$ cat config.mk
export PLATFORM = sky130hd
export DESIGN_NAME = seq_detect_param
export DESIGN_NICKNAME = d
export VERILOG_FILES = /design/src/rtl/seq_detect_pkg.sv /design/src/rtl/seq_detect_match.sv /design/src/rtl/seq_detect_param.sv
export SDC_FILE = /design/constraint.sdc
export NUM_CORES = 1
export LEC_CHECK = 0
export ABC_AREA = 0
export CORE_ASPECT_RATIO = 0.6
export CORE_MARGIN = 10
export CORE_UTILIZATION = 45
export CTS_CLUSTER_SIZE = 16
export DETAILED_ROUTE_END_ITERATION = 7
export PLACE_DENSITY = 0.67
export SYNTH_ARGS = -nofsm -noshare
export SYNTH_HDL_FRONTEND = slang
export SYNTH_SLANG_ARGS = --single-unit
$ cat constraint.sdc
create_clock -name clk -period 3.1 [get_ports clk]
set_clock_uncertainty 0.1 [all_clocks]
set_input_delay 0.31 -clock clk [delete_from_list [all_inputs] [get_ports clk]]
set_output_delay 0.31 -clock clk [all_outputs]
set_load 0.05 [all_outputs]
$ cat src/rtl/seq_detect_pkg.sv
// Shared types and helpers for the parametrised serial pattern detector.
// Fields are sized for the largest legal pattern (32 bits), so every
// instance shares one config type whatever its MAX_LEN.
package seq_detect_pkg;

   localparam int PAT_W = 32;   // widest legal pattern
   localparam int LEN_W = 6;    // holds lengths 0..32

   // Active detector configuration: pattern (right-aligned), length, overlap mode.
   typedef struct packed {
      logic [PAT_W-1:0] pat;
      logic [LEN_W-1:0] len;
      logic             overlap;
   } cfg_t;

   // Type of the configuration constant applied at reset.
   typedef cfg_t rst_cfg_t;

   // Clamp a requested length into 1..max_len.
   function automatic logic [LEN_W-1:0] clamp_len(input logic [LEN_W-1:0] raw,
                                                  input logic [LEN_W-1:0] max_len);
      if (raw == '0)
         return LEN_W'(1);
      else if (raw > max_len)
         return max_len;
      else
         return raw;
   endfunction

endpackage

$ cat src/rtl/seq_detect_match.sv
// Stateless window compare: flags when the newest len bits of {hist, in}
// equal pat[len-1:0] and enough history has been collected to form them.
module seq_detect_match
   import seq_detect_pkg::*;
(
   input  logic [PAT_W-2:0] hist,
   input  logic             in,
   input  logic [PAT_W-1:0] pat,
   input  logic [LEN_W-1:0] len,
   input  logic [LEN_W-1:0] fill,
   output logic             match
);

   logic [PAT_W-1:0] window;
   logic [PAT_W-1:0] mask;
   logic             enough;

   // Compare the low len bits of the candidate window against the pattern.
   always_comb begin
      // NOTE: every output of an always_comb gets a default first so no path leaves it unassigned (no latch).
      window = {hist, in};
      mask   = '0;
      for (int i = 0; i < PAT_W; i++)
         mask[i] = (i < int'(len));
      enough = (({1'b0, fill} + 1'b1) >= {1'b0, len});
      match  = enough && (((window ^ pat) & mask) == '0);
   end

endmodule

$ cat src/rtl/seq_detect_param.sv
// Bit-serial pattern detector with a runtime-loadable pattern, selectable
// overlapping/non-overlapping detection and a Mealy match flag.
// Optional saturating match counter: define SEQDET_COUNT_EN.
module seq_detect_param
   import seq_detect_pkg::*;
#(
   parameter int                 MAX_LEN = 8,
   parameter logic [MAX_LEN-1:0] RST_PAT = 8'b0000_0110,
   parameter int                 RST_LEN = 4,
   parameter int                 CNT_W   = 16
)(
   input  logic                         clk,
   input  logic                         rstn,
   input  logic                         in_valid,
   input  logic                         in,
   input  logic                         cfg_load,
   input  logic [MAX_LEN-1:0]           cfg_pat,
   input  logic [$clog2(MAX_LEN+1)-1:0] cfg_len,
   input  logic                         cfg_overlap,
   output logic                         out
`ifdef SEQDET_COUNT_EN
   ,
   output logic [CNT_W-1:0]             match_cnt
`endif
);

   localparam logic [LEN_W-1:0] FILL_MAX = LEN_W'(MAX_LEN - 1);
   localparam logic [LEN_W-1:0] LEN_MAX  = LEN_W'(MAX_LEN);
   localparam rst_cfg_t RST_CFG = '{pat: PAT_W'(RST_PAT), len: LEN_W'(RST_LEN), overlap: 1'b0};

   // Reject parameter values outside the supported range at elaboration.
   if (MAX_LEN < 2 || MAX_LEN > PAT_W || RST_LEN < 1 || RST_LEN > MAX_LEN || CNT_W < 1) begin : g_bad_params
      $error("seq_detect_param: parameter out of range");
   end

   cfg_t               cfg_q;
   logic [MAX_LEN-2:0] hist_q;
   logic [LEN_W-1:0]   fill_q;
   logic               accept;
   logic               match_raw;
   logic               hit;

   seq_detect_match u_match (
      .hist  ((PAT_W-1)'(hist_q)),
      .in    (in),
      .pat   (cfg_q.pat),
      .len   (cfg_q.len),
      .fill  (fill_q),
      .match (match_raw)
   );

   // A bit is consumed only when valid and no load is in progress.
   assign accept = in_valid & ~cfg_load;
   assign hit    = accept & match_raw;
   assign out    = rstn & hit;

   // Config, history and fill registers: reset, load, then shift on accepted bits.
   always_ff @(posedge clk) begin
      // NOTE: sequential state uses <= so every register samples pre-edge values regardless of statement order.
      if (!rstn) begin
         cfg_q  <= RST_CFG;
         // NOTE: hist is cleared on reset for a deterministic start, although fill alone gates its use.
         hist_q <= '0;
         fill_q <= '0;
      end else if (cfg_load) begin
         cfg_q  <= '{pat: PAT_W'(cfg_pat),
                     len: clamp_len(LEN_W'(cfg_len), LEN_MAX),
                     overlap: cfg_overlap};
         fill_q <= '0;
      end else if (in_valid) begin
         hist_q <= (MAX_LEN-1)'({hist_q, in});
         if (hit && !cfg_q.overlap)
            fill_q <= '0;
         else if (fill_q != FILL_MAX)
            fill_q <= fill_q + 1'b1;
      end
   end

`ifdef SEQDET_COUNT_EN
   logic [CNT_W-1:0] cnt_q;

   // Saturating count of matches, cleared by reset and by a config load.
   always_ff @(posedge clk) begin
      if (!rstn || cfg_load)
         cnt_q <= '0;
      else if (hit && cnt_q != '1)
         cnt_q <= cnt_q + 1'b1;
   end

   assign match_cnt = cnt_q;
`endif

endmodule

==> run summary, run 1 <==
The TritonCTS buffer count is 3. In the final routed layout, each cell accounts on average for 14.7 um. The later-pin clock latency in the skew report is 0.27 ns.

The peak fanout along the critical path came out at 6. Before CTS, the worst setup slack after placement is 0.437 ns. At the end of the flow, the number of nets in the layout was 202. The total grt overflow came out at 0. By count the netlist is led by 26 x dfxtp_1, 19 x nand2_1, 12 x mux2i_1, 10 x nor2b_1, 9 x a21boi_0.

Among cell families on the critical path, the largest total delay comes from compound AO/OA/AOI/OAI gates. The number of max-slew violations in the final report came out at 0. The count of instances resized after the clock tree is built came out at 0. The total power per unit cell area is 394 nW/um2. The number of antenna violations at the first check in global routing is 0. The largest single stage delay on the critical path is 0.45 ns. The worst-case setup margin in the final layout came out at 0.190 ns.

The most numerous cell type found on the critical path is ha_1. The placed wire-length estimate after detailed placement is 2450 um. The post-route netlist has 10.2% of its cells at a drive strength greater than 1. The post-synthesis to final-layout area growth is 21.7%.

The required time of the critical path is 2.69 ns. The tree built by TritonCTS fans out to 26 sinks. The flow ran to the end, and the final reports show no timing, DRC or antenna violations. The area used by multi-input combinational logic came out at 845 um2.

The maximum clock rate is 344 MHz. The post-CTS clock slew at the launch and capture registers of the worst setup and hold paths is 0.09 ns. Setup repair after global routing left no endpoint under its margin. The standard cell core area came out at 2950 um2. For this design the static power due to leakage is 0.714 nW.

For this design, the slowest cell found on the critical path is a2111oi_2. The async set-reset flop share out of synthesis is 0%. The wire length of the first global-routing pass came out at 5310 um. The number of standard cells after synthesis is 157.

The row count came out at 15. The horizontal die dimension came out at 92.4 um. The final antenna diode count is 0. Once the clock tree was built, the setup fixing pass inserted 0 buffers. The synthesized netlist net count came out at 181. The average instance in the mapped netlist occupies 9.01 um2.

The share of the clock period used by the worst path is 93.9%. The overall track demand over capacity in global routing is 11.0%. The critical path is of the register to output port type. The maximum vdd drop came out at 0.203 mV. The largest net degree at the start of global routing came out at 22. The remaining antenna violation count after routing came out at 0.

The number of fill cells in the layout is 272. The CTS H-tree depth came out at 1. The number of different library cells in the post-synthesis netlist came out at 33. The cell sitting at the root of the clock tree is a clkbuf_8. Walking the worst path, the cells encountered are ha_1 > xor2_1 > ha_1 > o21a_1 > a2111oi_2 > nor4_4 > and2_2 > buf_12.

The final design area excluding fillers came out at 1720 um2. The via count of the first global-routing pass is 1,123. The floorplan die area is 5860 um2. The most common cell in the synthesized netlist is dfxtp_1.

The effective utilization at floorplan is 48.0%. The top cell type's share of synthesized area is 36.8%. The total of max-cap violations is 0. The buffer and inverter count on the worst path is 1. Pin placement for this block handled 19 I/O pins. Across all layers, the routed design uses 1,180 vias.

The number of DRC violations after detailed-routing iteration 0 came out at 91. For this run, design rule violations remaining after detail routing come to 0. The total of flip-flops plus latches after synthesis is 26. The post-detailed-route via-to-cell ratio is 5.39. The sequential cell area fraction in the yosys report came out at 36.8%. Setup violations remaining at the end of the flow were counted as 0. The maximum buffer depth of the clock tree is 2. The total negative slack for setup checks came out at 0 ns. The Yosys step of the flow raised 0 warnings. The number of enable flip-flop cells after synthesis came out at 0. The global placement routability congestion is 0.816. For the worst setup path, the data arrival time is 2.50 ns. The most instantiated flip-flop cell in the synthesis netlist is dfxtp_1. The transition at the pin with the smallest max-transition slack came out at 0.388 ns. The height of the chip came out at 63.4 um. STA classifies the critical path startpoint as a register. The min-delay analysis places its worst path in the category register to register. After synthesis, the cell types taking the most area are dfxtp_1 37%, mux2i_1 8.5%, ha_1 5.3%. The number of input and output port buffers inserted came out at 18. The worst pin sits at a relative slew slack of 73.9%. The first detailed-routing pass ran for 4 iterations. In the final layout, flip-flops and latches occupy 522 um2. The TritonCTS clock tree is built. The shortest period the worst path allows came out at 2.91 ns. After synthesis the cells add up to 1410 um2. The type of element capturing the critical path is an output port.

Wires add up to 3220 um. The number of hold-repair buffers added at the cts stage came out at 0. The count of final hold-check violations is 0.

The placed instances occupy a cell area of 1660 um2. The largest total area in the synthesized netlist belongs to dfxtp_1.
-- layout make-up --
cell class,instances,area share [%]
clock buffer,4,3.20
inverter,7,1.53
multi-input combinational,118,49.1
sequential,26,30.3
tap,42,3.05
timing repair buffer,22,12.8
-- layout by cell type (no fill, tap or decap), types with 4 or more instances in the layout --
master / count
a21boi_0: 9
a21oi_1: 6
buf_4: 4
clkbuf_8: 4
clkdlybuf4s50_1: 17
dfxtp_1: 25
ha_1: 6
inv_1: 7
mux2i_1: 12
nand2_1: 19
nand2b_1: 4
nand3_1: 5
nor2_1: 6
nor2b_1: 10
o21ai_0: 4
xor2_1: 8
-- where the power goes --
| part | leakage, nW | switching, mW | internal (mW) |
|---|---|---|---|
| sequential | 0.213 | 0.0116 | 0.346 |
| clock | 0.0288 | 0.108 | 0.114 |
| combinational | 0.472 | 0.0447 | 0.0538 |
| total | 0.714 | 0.164 | 0.513 |
-- final timing paths --
path	start	end	slack [ns]	cells after the start
min	hist_q[6]	hist_q[6]	0.38	2
min reg2reg	hist_q[6]	hist_q[6]	0.38	2
max	fill_q[1]	out	0.19	8
max reg2reg	fill_q[1]	fill_q[2]	0.57	8
-- registers in the layout, indices dropped and copies added, names as in the netlist --
register,flops
fill_q,6
hist_q,7
cfg_q,13
-- routing by layer --
metal,part of all wire (%),track usage [%],up-vias
met5,0,0,-
met4,1.4,3.45,0
met3,5.7,3.90,6
met2,40,15.5,32
met1,53,15.0,554
li1,-,-,588
-- through the flow --
| stage | total power [mW] | hold slack [ns] | util [%] | cells |
|---|---|---|---|---|
| 5_1_grt | 0.708 | 0.417 | 58.4 | 219 |
| 3_5_place_dp | 0.463 | 0.372 | 56.5 | 215 |
| 2_1_floorplan | 0.421 | 0.336 | - | 157 |
| 3_3_place_gp | 0.459 | 0.365 | 56.5 | 215 |
| 4_1_cts | 0.683 | 0.385 | 58.3 | 219 |
| 6_report | 0.677 | 0.381 | 58.4 | 219 |
-- cell families after synthesis --
family,count (synthesis),synth area share (%)
AOI/OAI and AO/OA,30,16.4
xor gates and xnor gates,11,6.81
adders and majority gates,6,5.31
buffers and inverters,13,3.45
DFF,26,36.8
muxes,12,8.50
and+or+nand+nor,59,22.7
-- worst register-to-register path, cell delays in order (launching register included) --
cell and delay, ns:
dfxtp_1 0.41, ha_1 0.26, xor2_1 0.17, ha_1 0.24, o21a_1 0.18, a2111oi_2 0.45, nor4_4 0.13, and2_2 0.25
nor4_1 0.26
No activity file was read; power rests on OpenSTA's default activity.
==> run 2: changes to the inputs <==
--- a/config.mk
+++ b/config.mk
@@ -9,6 +9,7 @@
 export CORE_ASPECT_RATIO = 0.6
 export CORE_MARGIN = 10
 export CORE_UTILIZATION = 45
+export CTS_CLUSTER_DIAMETER = 80
 export CTS_CLUSTER_SIZE = 16
 export DETAILED_ROUTE_END_ITERATION = 7
 export PLACE_DENSITY = 0.67
==> results of run 2 <==
Final layout, timing and power as in run 1 (identical DEF).
